[src/rtl/fwd_scoreboard.sv]
// ============================================================================
// fwd_scoreboard
// ----------------------------------------------------------------------------
// Forwarding / interlock unit placed beside the decode stage. It tracks the
// register writers that are in flight in the stages after decode (entry k is
// the instruction k+1 stages past D). For every source operand it finds the
// youngest in-flight writer of that register. If that writer's result is
// already on its stage bus, the unit forwards the value. If the result is not
// ready yet, the unit raises a decode stall.
//
// Optional feature (macro FWD_STATS_EN):
//   Adds two saturating 32-bit statistics counters:
//     stat_stall_cyc  counts the cycles in which stall is high.
//     stat_fwd_cnt    counts forwarded operands that are used, summed over
//                     the cycles in which the instruction moves on.
//   When the macro is undefined, these ports and counters do not exist.
//
// Ports:
//   clk          rising-edge clock
//   reset_n      asynchronous active-low reset; clears the tracker
//   advance      the pipeline moves this cycle
//   flush        kills all tracked writers (takes priority over advance)
//   issue_valid  the decode instruction writes a register
//   issue_dst    destination register of the decode instruction
//   issue_rdy    first stage index whose bus carries the result
//   src_used     per operand: the operand is really read
//   src_addr     per operand: register address, REG_AW bits each
//   src_rf       per operand: register-file read data, DATA_W bits each
//   stage_data   per stage: result bus, DATA_W bits each
//   src_data     per operand: resolved value
//   fwd_hit      per operand: the value was taken from a stage bus
//   stall        decode must hold
// ============================================================================
module fwd_scoreboard #(
    parameter int NUM_STAGES = 3,
    parameter int NUM_SRC    = 3,
    parameter int DATA_W     = 32,
    parameter int REG_AW     = 5,
    localparam int RDY_W     = $clog2(NUM_STAGES + 1)
) (
    input  logic                         clk,
    input  logic                         reset_n,
    input  logic                         advance,
    input  logic                         flush,
    input  logic                         issue_valid,
    input  logic [REG_AW-1:0]            issue_dst,
    input  logic [RDY_W-1:0]             issue_rdy,
    input  logic [NUM_SRC-1:0]           src_used,
    input  logic [NUM_SRC*REG_AW-1:0]    src_addr,
    input  logic [NUM_SRC*DATA_W-1:0]    src_rf,
    input  logic [NUM_STAGES*DATA_W-1:0] stage_data,
    output logic [NUM_SRC*DATA_W-1:0]    src_data,
    output logic [NUM_SRC-1:0]           fwd_hit,
`ifdef FWD_STATS_EN
    output logic [31:0]                  stat_stall_cyc,
    output logic [31:0]                  stat_fwd_cnt,
`endif
    output logic                         stall
);

    // ------------------------------------------------------------------
    // Tracker: one entry per stage after decode.
    // ------------------------------------------------------------------
    logic              valid_reg [NUM_STAGES];
    logic [REG_AW-1:0] dst_reg   [NUM_STAGES];
    logic [RDY_W-1:0]  rdy_reg   [NUM_STAGES];

    logic [NUM_SRC-1:0] stall_vec;
    logic               issue_accept;

    // A stalled decode instruction is replaced by a bubble. Writes to r0 are
    // never tracked, so a read of r0 can never be forwarded or stalled.
    assign issue_accept = issue_valid && !stall && (issue_dst != '0);

    genvar gi;
    generate
        for (gi = 0; gi < NUM_STAGES; gi++) begin : g_entry
            always_ff @(posedge clk or negedge reset_n) begin
                if (!reset_n) begin
                    valid_reg[gi] <= 1'b0;
                    dst_reg[gi]   <= '0;
                    rdy_reg[gi]   <= '0;
                end else if (flush) begin
                    valid_reg[gi] <= 1'b0;
                end else if (advance) begin
                    if (gi == 0) begin
                        valid_reg[gi] <= issue_accept;
                        dst_reg[gi]   <= issue_dst;
                        rdy_reg[gi]   <= issue_rdy;
                    end else begin
                        valid_reg[gi] <= valid_reg[gi-1];
                        dst_reg[gi]   <= dst_reg[gi-1];
                        rdy_reg[gi]   <= rdy_reg[gi-1];
                    end
                end
            end
        end
    endgenerate

    // ------------------------------------------------------------------
    // Resolve: one priority chain per operand. The chain runs from the
    // oldest entry to the youngest, so the youngest match (lowest k)
    // overrides older ones at chain position 0.
    // ------------------------------------------------------------------
    generate
        for (gi = 0; gi < NUM_SRC; gi++) begin : g_src
            logic [REG_AW-1:0] addr;
            logic [NUM_STAGES:0] found_c;
            logic [NUM_STAGES:0] ready_c;
            logic [DATA_W-1:0]   data_c [NUM_STAGES+1];
            logic                hit;

            assign addr = src_addr[gi*REG_AW +: REG_AW];

            assign found_c[NUM_STAGES] = 1'b0;
            assign ready_c[NUM_STAGES] = 1'b0;
            assign data_c[NUM_STAGES]  = '0;

            genvar gk;
            for (gk = 0; gk < NUM_STAGES; gk++) begin : g_chain
                logic match;
                logic ready;
                assign match = valid_reg[gk] && (dst_reg[gk] == addr) && (addr != '0);
                // Stage gk carries the result once gk >= rdy. An entry with
                // rdy = NUM_STAGES is never ready.
                assign ready = (rdy_reg[gk] <= RDY_W'(gk));
                assign found_c[gk] = match | found_c[gk+1];
                assign ready_c[gk] = match ? ready : ready_c[gk+1];
                assign data_c[gk]  = match ? stage_data[gk*DATA_W +: DATA_W] : data_c[gk+1];
            end

            assign hit           = found_c[0] & ready_c[0];
            assign fwd_hit[gi]   = hit;
            assign src_data[gi*DATA_W +: DATA_W] = hit ? data_c[0] : src_rf[gi*DATA_W +: DATA_W];
            assign stall_vec[gi] = found_c[0] & ~ready_c[0] & src_used[gi];
        end
    endgenerate

    assign stall = |stall_vec;

`ifdef FWD_STATS_EN
    // ------------------------------------------------------------------
    // Saturating statistics counters. A flush does not clear them.
    // ------------------------------------------------------------------
    logic [31:0] stall_cyc_reg;
    logic [31:0] fwd_cnt_reg;
    logic [32:0] fwd_sum;

    assign fwd_sum = {1'b0, fwd_cnt_reg} + 33'($countones(fwd_hit & src_used));

    always_ff @(posedge clk or negedge reset_n) begin
        if (!reset_n) begin
            stall_cyc_reg <= '0;
            fwd_cnt_reg   <= '0;
        end else begin
            if (stall && (stall_cyc_reg != 32'hFFFF_FFFF))
                stall_cyc_reg <= stall_cyc_reg + 32'd1;
            if (advance && !stall)
                fwd_cnt_reg <= fwd_sum[32] ? 32'hFFFF_FFFF : fwd_sum[31:0];
        end
    end

    assign stat_stall_cyc = stall_cyc_reg;
    assign stat_fwd_cnt   = fwd_cnt_reg;
`endif

endmodule

[config.mk]
export PLATFORM = sky130hd
export DESIGN_NAME = fwd_scoreboard
export DESIGN_NICKNAME = d
export VERILOG_FILES = /design/src/rtl/fwd_scoreboard.sv
export SDC_FILE = /design/constraint.sdc
export NUM_CORES = 1
export LEC_CHECK = 0
export ABC_CLOCK_PERIOD_IN_PS = 9900
export BUFFER_PORTS_ARGS = -buffer_cell sky130_fd_sc_hd__buf_4
export CAP_MARGIN = 5
export CELL_PAD_IN_SITES_DETAIL_PLACEMENT = 0
export CELL_PAD_IN_SITES_GLOBAL_PLACEMENT = 1
export CORE_MARGIN = 8
export CORE_UTILIZATION = 33
export DETAILED_ROUTE_END_ITERATION = 10
export PLACE_DENSITY_LB_ADDON = 0.1
export RECOVER_POWER = 100
export SYNTH_ARGS = -nofsm -noshare
export SYNTH_HDL_FRONTEND = slang
export SYNTH_SLANG_ARGS = --single-unit
[constraint.sdc]
create_clock -name clk -period 9.9 [get_ports clk]
set_clock_uncertainty 0.2 [all_clocks]
set_input_delay 2.475 -clock clk [delete_from_list [all_inputs] [get_ports clk]]
set_output_delay 2.475 -clock clk [all_outputs]
set_load 0.05 [all_outputs]
==> results of run 1 <==
-- cells in the final DEF (no fill, tap or decap), types with 24 or more instances in the layout --
cell type / instances
mux2_2: 59
nand3_1: 99
xnor2_1: 43
a31oi_1: 95
dfrtp_1: 24
nor2_1: 105
clkbuf_1: 40
nand2_1: 85
buf_4: 292
mux2_1: 28
mux2_4: 30
-- area by class of cell --
cell class              instances  area (sq um)
clock buffers                   4          88.8
fillers                      1683          8300
inverters                      22          82.6
multi-input cells             619          4200
flip-flops and latches         24           601
well taps                     216           270
repair buffers                333          2350
-- power breakdown --
part | total [mW] | internal (mW) | switching [mW] | leakage (nW)
logic | 0.340 | 0.159 | 0.182 | 2.89
registers | 0.152 | 0.119 | 0.0327 | 0.289
clock network | 0.0930 | 0.0616 | 0.0313 | 0.0442
total | 0.585 | 0.339 | 0.246 | 3.22
-- final timing paths --
kind	endpoint	slack [ns]
setup / recovery	src_data[1]	0.96
hold reg to reg	rdy_reg[1]$_DFFE_PN0P_	0.31
hold / removal	rdy_reg[1]$_DFFE_PN0P_	0.31
max in group asynchronous	valid_reg[1]$_DFFE_PN0P_	6.51
setup reg to reg	valid_reg[2]$_DFFE_PN0P_	7.16
min in group asynchronous	dst_reg[8]$_DFFE_PN0P_	2.26
-- through the flow --
step	instances	worst slack, ns	hold WS, ns
6_report	1218	0.961	0.308
4_1_cts	1218	1.53	0.310
2_1_floorplan	733	2.77	0.275
5_1_grt	1218	0.738	0.326
3_5_place_dp	1214	1.53	0.297
3_3_place_gp	1214	1.55	0.290
-- layer usage --
metal  up-vias  part of all wire  track usage
li1       3140                 -            -
met1      2891              0.42        0.288
met2       276              0.48        0.407
met3        22             0.080       0.0511
met4         0             0.017       0.0404
met5         -                 0            0
-- cell families after synthesis --
logic type | share of synthesized area
AOI/OAI and AO/OA | 0.139
buffers and inverters | 0.0858
muxes | 0.292
and+or+nand+nor | 0.297
DFF | 0.112
xor gates and xnor gates | 0.0734
-- worst max-delay path: cells and delay by family --
kind                   cells  cell delay (ns)
AO/OA/AOI/OAI              1             0.07
multiplexers               1             0.27
AND/OR/NAND/NOR            4             2.06
buffers and inverters      3             1.38
==> metrics.txt, run 1 <==
status=finished with violations; violated checks=capacitance limit, slew limit; total number of vias=6329; CTS resizes=0; Synth Warn #=0; min Tclk post-route=8.94 ns; synthesized instance count=733; Post-Syn Area=5370 sq um; Peak VDD IR=0.118 mV; share of post-route cells with drive strength above 1=0.426; initial antenna violation count=0; total CTS buffers=3; Starting Density=0.338; total power=585 uW; Fin Setup TNS=0 ns; final setup violation count=0; GRT Util Overall=0.232; number of synthesized flops with an enable pin=0; Unique masters post-synth=36; Sink Count=24; post-synth top area share=0.165; largest net degree at the start of global routing=66; Detail Route Antenna Nets=0; site row count=46; Core Box Area=15900 sq um; max reg flops=15; Avg Cell Area, Syn=7.32 sq um; top post-synthesis cells by count=nor2_1, nand3_1, a31oi_1; Crit. Startpoint=src_addr[1]; slowest stage cell, crit path=nor2_1; IO Pins=322; Clk pin slew, worst setup/hold paths=0.06 ns; ys async rst share=1.00; WP data required=7.23 ns; total iterations of the first detailed-routing run=5; Area Growth Syn to Fin=41.4%; nets=1225; Net Count, Synth=955; Placed Area=7800 sq um; RD Place Congestion=0.932; CTS Buffer Depth=2; Die X=144 um; pwr/cell area=77.1 nW/um^2; max_slew headroom=-0.0423; vias in the first global route=6382; Cell Chain, Critical Path=buf_4 -> or4_4 -> nor2_4 -> or3_2 -> a211oi_4 -> nor2_1 -> clkbuf_2 -> mux2_2 -> clkbuf_1; drt via density=5.20; Max FO, Critical Path=19; max-cap viol count=1; RSZ-0062 raised after global routing=false; wire per inst=20.9 um; Startpoint Class=input port; period utilization=0.903; count leader, synth=nor2_1; Antenna Cells=0; hold_buf cts=0; htree depth=1; Post-CTS Setup Bufs=0; 1st-iter DRT viols=374; fmax=112 MHz; die height=144 um; worst flop-to-flop path startpoint=dst_reg[6]$_DFFE_PN0P_; worst min-delay path startpoint=rdy_reg[1]$_DFFE_PN0P_; I/O Buffers=321; TritonCTS clock tree=done; Yosys reg bits=24; die area=20600 sq um; Hold Path Class=flip-flop to flip-flop; clk_lat worst skew=0.25 ns; Hold Fails Final Rpt=0; global-route wire length before repair=37.6 mm; Seq/Total Area, Yosys=0.112; Top FF cell, synth=dfrtp_1; Area contributors post-synth=mux2_4, dfrtp_1, mux2_2, a31oi_1, nand3_1; critical path type=input port to primary output; HPWL Detailed=19.3 mm; final core occ=0.478; Worst path max stage delay=1.19 ns; leakage power total=3.22 nW; Slew @ Worst Pin=1.56 ns; Remaining DRCs=0; WP data arrival=6.26 ns; Congestion Overflow GR=0; clk root buf=clkbuf_16; leading area contributor after synthesis=mux2_4; Worst R2R Path Depth=7; CP endpoint kind=primary output; final wirelength=25.4 mm; hold path depth=1; Final Cell Area=7590 sq um; fin. max-slew vios=16
Note: power is estimated with default switching activity, not from simulation.
==> run 2, diff against run 1 <==
Settings changed: MAX_ROUTING_LAYER set to met4.
==> run 2 against run 1 <==
Compared with the run above: the flow still finishes with violations (capacitance limit, slew limit); hold slack hardly changed; largest power group unchanged; critical endpoint is now src_data[8]; routed wire length is 0.18% lower; critical path depth is the same; sequential share of layout area is the same; flip-flop and latch count did not move.
==> metrics.txt, run 2 (same netlist as run 1, synthesis figures left out) <==
status=finished with violations (unchanged); violated checks=capacitance limit, slew limit (unchanged); Worst path max stage delay=1.20 ns (was 1.19 ns); Flop pwr share=0.260 (about the same); most frequent cells in the layout=buf_4, nor2_1, nand3_1 (unchanged); M1 wire length=11.0 mm (was 10.8 mm); met2 wire len=12.2 mm (about the same); Sink Count=24 (unchanged); switch share=0.420 (about the same); Die X=144 um (unchanged); total CTS buffers=3 (unchanged); CP endpoint kind=primary output (unchanged); Remaining DRCs=0 (unchanged); wire per inst=20.8 um (was 20.9 um); commonest non-fill, non-tap cell in the layout=buf_4 (unchanged); CTS resizes=0 (unchanged); fin. max-slew vios=16 (unchanged); Crit. Startpoint=src_addr[1] (unchanged); I/O Buffers=321 (unchanged); Switch Pwr=246 uW (about the same); min Tclk post-route=8.95 ns (was 8.94 ns); WP data required=7.23 ns (about the same); GRT Util Overall=0.239 (was 0.232); Detail Route Antenna Nets=0 (unchanged); 1st-iter DRT viols=337 (was 374); site row count=46 (unchanged); CTS Buffer Depth=2 (unchanged); max-cap viol count=1 (unchanged); Hold Fails Final Rpt=0 (unchanged); Worst Path Buf+Inv=3 (unchanged); total iterations of the first detailed-routing run=5 (unchanged); initial antenna violation count=0 (unchanged); slowest stage cell, crit path=nor2_1 (unchanged); Clk pin slew, worst setup/hold paths=0.06 ns (about the same); fmax=112 MHz (about the same); die height=144 um (unchanged); proportion of power drawn by the clock network=0.159 (about the same); Worst Slack Setup Final=0.950 ns (was 0.961 ns); Crit path max-delay family=simple AND/OR/NAND/NOR gates (unchanged); Slew @ Worst Pin=1.57 ns (was 1.56 ns); worst min-delay path startpoint=rdy_reg[1]$_DFFE_PN0P_ (unchanged); DR top layer=met4 (unchanged); Comb power frac=0.582 (about the same); hold_buf cts=0 (unchanged); share of post-route cells with drive strength above 1=0.426 (unchanged); Fin Setup TNS=0 ns (unchanged); Antenna Cells=0 (unchanged); vias in the first global route=6378 (was 6382); worst reg-to-reg setup slack=7.15 ns (was 7.16 ns); Congestion Overflow GR=0 (unchanged); largest net degree at the start of global routing=66 (unchanged); htree depth=1 (unchanged); Hold Path Class=flip-flop to flip-flop (unchanged); max_slew headroom=-0.0487 (was -0.0423); met3 WL post-DR=1.79 mm (was 2.03 mm); fin cells=1218 (unchanged); clk_lat worst skew=0.25 ns (about the same); Startpoint Class=input port (unchanged); Place WS=1.53 ns (unchanged); drt via density=5.22 (was 5.20); Core Box Area=15900 sq um (unchanged); global-route wire length before repair=37.6 mm (unchanged); HPWL Detailed=19.3 mm (unchanged); Post-CTS Setup Bufs=0 (unchanged); IO Pins=322 (unchanged); total number of vias=6352 (was 6329); RSZ-0062 raised after global routing=false (unchanged); max reg flops=15 (unchanged); Int Power=339 uW (about the same); Starting Density=0.338 (unchanged); Cell Chain, Critical Path=buf_4 -> or4_4 -> nor2_4 -> or3_2 -> a211oi_4 -> nor2_1 -> clkbuf_2 -> mux2_4 -> clkbuf_1 (was buf_4 -> or4_4 -> nor2_4 -> or3_2 -> a211oi_4 -> nor2_1 -> clkbuf_2 -> mux2_2 -> clkbuf_1); period utilization=0.904 (was 0.903); nets=1225 (unchanged); critical path type=input port to primary output (unchanged); clk root buf=clkbuf_16 (unchanged); final setup violation count=0 (unchanged); final wirelength=25.4 mm (about the same); cell count after placement=1214 (unchanged); WP data arrival=6.27 ns (was 6.26 ns); leakage power total=3.22 nW (unchanged); worst flop-to-flop path startpoint=dst_reg[6]$_DFFE_PN0P_ (unchanged); Max FO, Critical Path=19 (unchanged); Peak VDD IR=0.119 mV (was 0.118 mV); filler instances=1683 (unchanged); die area=20600 sq um (unchanged); TritonCTS clock tree=done (unchanged); pwr/cell area=77.1 nW/um^2 (about the same); RD Place Congestion=0.948 (was 0.932); Area Growth Syn to Fin=41.4% (unchanged)
-- run 2: cell counts in the layout (fill, tap and decap cells not counted) --
Identical to the previous run, type by type.
-- run 2: power groups by stage --
stage | sequential [mW] | combinational [mW] | clock [mW]
global route | 0.156 | 0.365 | 0.0987
finish | 0.152 | 0.340 | 0.0930
detailed placement | 0.154 | 0.356 | 0
floorplan | 0.144 | 0.218 | 0
CTS | 0.152 | 0.357 | 0.0955
global placement | 0.155 | 0.355 | 0
-- run 2: final cells by class --
class | instances | area, sq um | area share
clock buffers | 4 | 88.8 | 0.0117
inverters | 22 | 82.6 | 0.0109
multi-input cells | 619 | 4200 | 0.553
flip-flops and latches | 24 | 601 | 0.0791
well taps | 216 | 270 | 0.0356
repair buffers | 333 | 2350 | 0.309
-- run 2: worst paths after layout --
check / end / cells after the start
max reg2reg: valid_reg[2]$_DFFE_PN0P_ / 7
min: rdy_reg[1]$_DFFE_PN0P_ / 1
min in group asynchronous: dst_reg[8]$_DFFE_PN0P_ / 1
max in group asynchronous: valid_reg[1]$_DFFE_PN0P_ / 1
max: src_data[8] / 9
min reg2reg: rdy_reg[1]$_DFFE_PN0P_ / 1
-- run 2: routing by layer --
metal,up-vias,global-route usage
met5,-,-
met4,0,0.0404
met3,20,0.0418
met2,272,0.406
met1,2922,0.293
li1,3138,-
-- run 2: through the flow --
stage / utilization / hold WS (ns) / total power [mW] / area, sq um
after floorplan: - / 0.275 / 0.362 / 5370
after global placement: 0.491 / 0.290 / 0.509 / 7800
after detailed placement: 0.491 / 0.297 / 0.510 / 7800
after CTS: 0.497 / 0.310 / 0.605 / 7890
after global routing: 0.478 / 0.326 / 0.620 / 7590
final: 0.478 / 0.308 / 0.585 / 7590
==> run 3, diff against run 2 <==
==> constraint.sdc (replaced) <==
create_clock -name clk -period 9.9 [get_ports clk]
set_clock_uncertainty 0.2 [all_clocks]
set_input_delay 1.98 -clock clk [delete_from_list [all_inputs] [get_ports clk]]
set_output_delay 1.98 -clock clk [all_outputs]
set_load 0.05 [all_outputs]
==> run 3 against run 2 <==
Compared with the run above: the flow still finishes with violations (capacitance limit, slew limit); sequential power about the same; first-iteration DRC count down 13%; setup slack better by 0.27 ns; utilization down 0.18 points; flip-flop and latch count unchanged; final cell count down 0.25%; critical endpoint is now src_data[95]; highest routed layer unchanged.
==> metrics.txt, run 3 (same netlist as run 1, synthesis figures left out) <==
share of post-route cells with drive strength above 1=0.415 (was 0.426); period utilization=0.877 (was 0.904); RD Place Congestion=0.830 (was 0.948); Switch Pwr=247 uW (was 246 uW); Place WS=2.14 ns (was 1.53 ns); Post-CTS Setup Bufs=0 (unchanged); drt via density=5.20 (was 5.22); Int Power=330 uW (was 339 uW); nets=1223 (was 1225); Starting Density=0.338 (unchanged); worst min-delay path startpoint=rdy_reg[1]$_DFFE_PN0P_ (unchanged); final wirelength=25.5 mm (was 25.4 mm); Crit path max-delay family=simple AND/OR/NAND/NOR gates (unchanged); total CTS buffers=3 (unchanged); critical path type=input port to primary output (unchanged); TritonCTS clock tree=done (unchanged); vias in the first global route=6208 (was 6378); GRT Util Overall=0.238 (was 0.239); Hold Path Class=flip-flop to flip-flop (unchanged); Flop pwr share=0.267 (was 0.260); Startpoint Class=input port (unchanged); Cell Chain, Critical Path=buf_4 -> or4_4 -> o211ai_2 -> or2_0 -> a211oi_4 -> nor2_4 -> buf_4 -> mux2_2 -> buf_4 (was buf_4 -> or4_4 -> nor2_4 -> or3_2 -> a211oi_4 -> nor2_1 -> clkbuf_2 -> mux2_4 -> clkbuf_1); pwr/cell area=76.3 nW/um^2 (was 77.1 nW/um^2); total iterations of the first detailed-routing run=6 (was 5); global-route wire length before repair=37.4 mm (was 37.6 mm); fin. max-slew vios=107 (was 16); Die X=144 um (unchanged); Fin Setup TNS=0 ns (unchanged); most frequent cells in the layout=buf_4, nor2_1, nand3_1 (unchanged); commonest non-fill, non-tap cell in the layout=buf_4 (unchanged); status=finished with violations (unchanged); Core Box Area=15900 sq um (unchanged); switch share=0.428 (was 0.420); WP data arrival=6.50 ns (was 6.27 ns); max_slew headroom=-0.620 (was -0.0487); Remaining DRCs=0 (unchanged); Most common cell on crit path=buf_4; largest net degree at the start of global routing=67 (was 66); Sink Count=24 (unchanged); wire per inst=21.0 um (was 20.8 um); Antenna Cells=0 (unchanged); CTS resizes=0 (unchanged); Hold Fails Final Rpt=0 (unchanged); hold_buf cts=0 (unchanged); Worst Path Buf+Inv=3 (unchanged); Max FO, Critical Path=34 (was 19); initial antenna violation count=0 (unchanged); final setup violation count=0 (unchanged); htree depth=1 (unchanged); min Tclk post-route=8.68 ns (was 8.95 ns); Crit. Startpoint=src_addr[12] (was src_addr[1]); fin cells=1215 (was 1218); HPWL Detailed=19.7 mm (was 19.3 mm); Peak VDD IR=0.130 mV (was 0.119 mV); Clk pin slew, worst setup/hold paths=0.06 ns (about the same); max reg flops=15 (unchanged); filler instances=1716 (was 1683); Worst Slack Setup Final=1.22 ns (was 0.950 ns); total number of vias=6316 (was 6352); cell count after placement=1212 (was 1214); final core occ=0.476 (was 0.478); Congestion Overflow GR=0 (unchanged); die area=20600 sq um (unchanged); WP data required=7.72 ns (was 7.23 ns); max-cap viol count=3 (was 1); CTS Buffer Depth=2 (unchanged); CP endpoint kind=primary output (unchanged); Worst path max stage delay=1.78 ns (was 1.20 ns); clk root buf=clkbuf_16 (unchanged); IO Pins=322 (unchanged); slowest stage cell, crit path=or2_0 (was nor2_1); worst flop-to-flop path startpoint=dst_reg[9]$_DFFE_PN0P_ (was dst_reg[6]$_DFFE_PN0P_); I/O Buffers=321 (unchanged); fmax=115 MHz (was 112 MHz); violated checks=capacitance limit, slew limit (unchanged); clk_lat worst skew=0.25 ns (about the same); Detail Route Antenna Nets=0 (unchanged); leakage power total=3.20 nW (was 3.22 nW); Slew @ Worst Pin=2.43 ns (was 1.57 ns); site row count=46 (unchanged); proportion of power drawn by the clock network=0.144 (was 0.159); Comb power frac=0.588 (was 0.582); Area Growth Syn to Fin=40.9% (was 41.4%); 1st-iter DRT viols=292 (was 337); RSZ-0062 raised after global routing=false (unchanged); die height=144 um (unchanged)
[run 3: worst paths after layout]
kind                                                  to  slack [ns]  cells after the start
worst max-delay path                        src_data[95]        1.22                      9
worst min-delay path              rdy_reg[1]$_DFFE_PN0P_        0.32                      1
worst max register to register  valid_reg[2]$_DFFE_PN0P_        6.35                      6
worst min register to register    rdy_reg[1]$_DFFE_PN0P_        0.32                      1
max in group asynchronous         dst_reg[9]$_DFFE_PN0P_        6.99                      1
min in group asynchronous         dst_reg[8]$_DFFE_PN0P_        1.78                      1
[run 3: area by class of cell]
| type | instances | area [sq um] | share of cell area |
|---|---|---|---|
| Timing Repair Buffer | 331 | 2300 | 0.304 |
| Multi-Input combinational cell | 619 | 4240 | 0.560 |
| Tap cell | 216 | 270 | 0.0357 |
| Sequential cell | 24 | 601 | 0.0794 |
| Clock buffer | 3 | 75.1 | 0.00993 |
| Inverter | 22 | 82.6 | 0.0109 |
[run 3: through the flow]
step | total power [mW] | hold slack [ns] | area [sq um]
global route | 0.610 | 0.349 | 7560
finish | 0.577 | 0.317 | 7560
floorplan | 0.362 | 0.275 | 5370
global placement | 0.509 | 0.290 | 7790
CTS | 0.597 | 0.315 | 7860
detailed placement | 0.512 | 0.302 | 7790
[run 3: routing by layer]
layer / track usage / vias to the layer above / wire length (um)
li1: - / 3135 / -
met1: 0.288 / 2915 / 10700
met2: 0.413 / 248 / 12600
met3: 0.0471 / 18 / 1880
met4: 0.0277 / 0 / 291
met5: - / - / 0
[run 3: power groups by stage]
stage                     clock network [mW]  logic (mW)  registers, mW
final                                 0.0833       0.339          0.154
after global routing                  0.0896       0.362          0.158
after CTS                             0.0857       0.357          0.154
after detailed placement                   0       0.356          0.156
after global placement                     0       0.353          0.156
after floorplan                            0       0.218          0.144
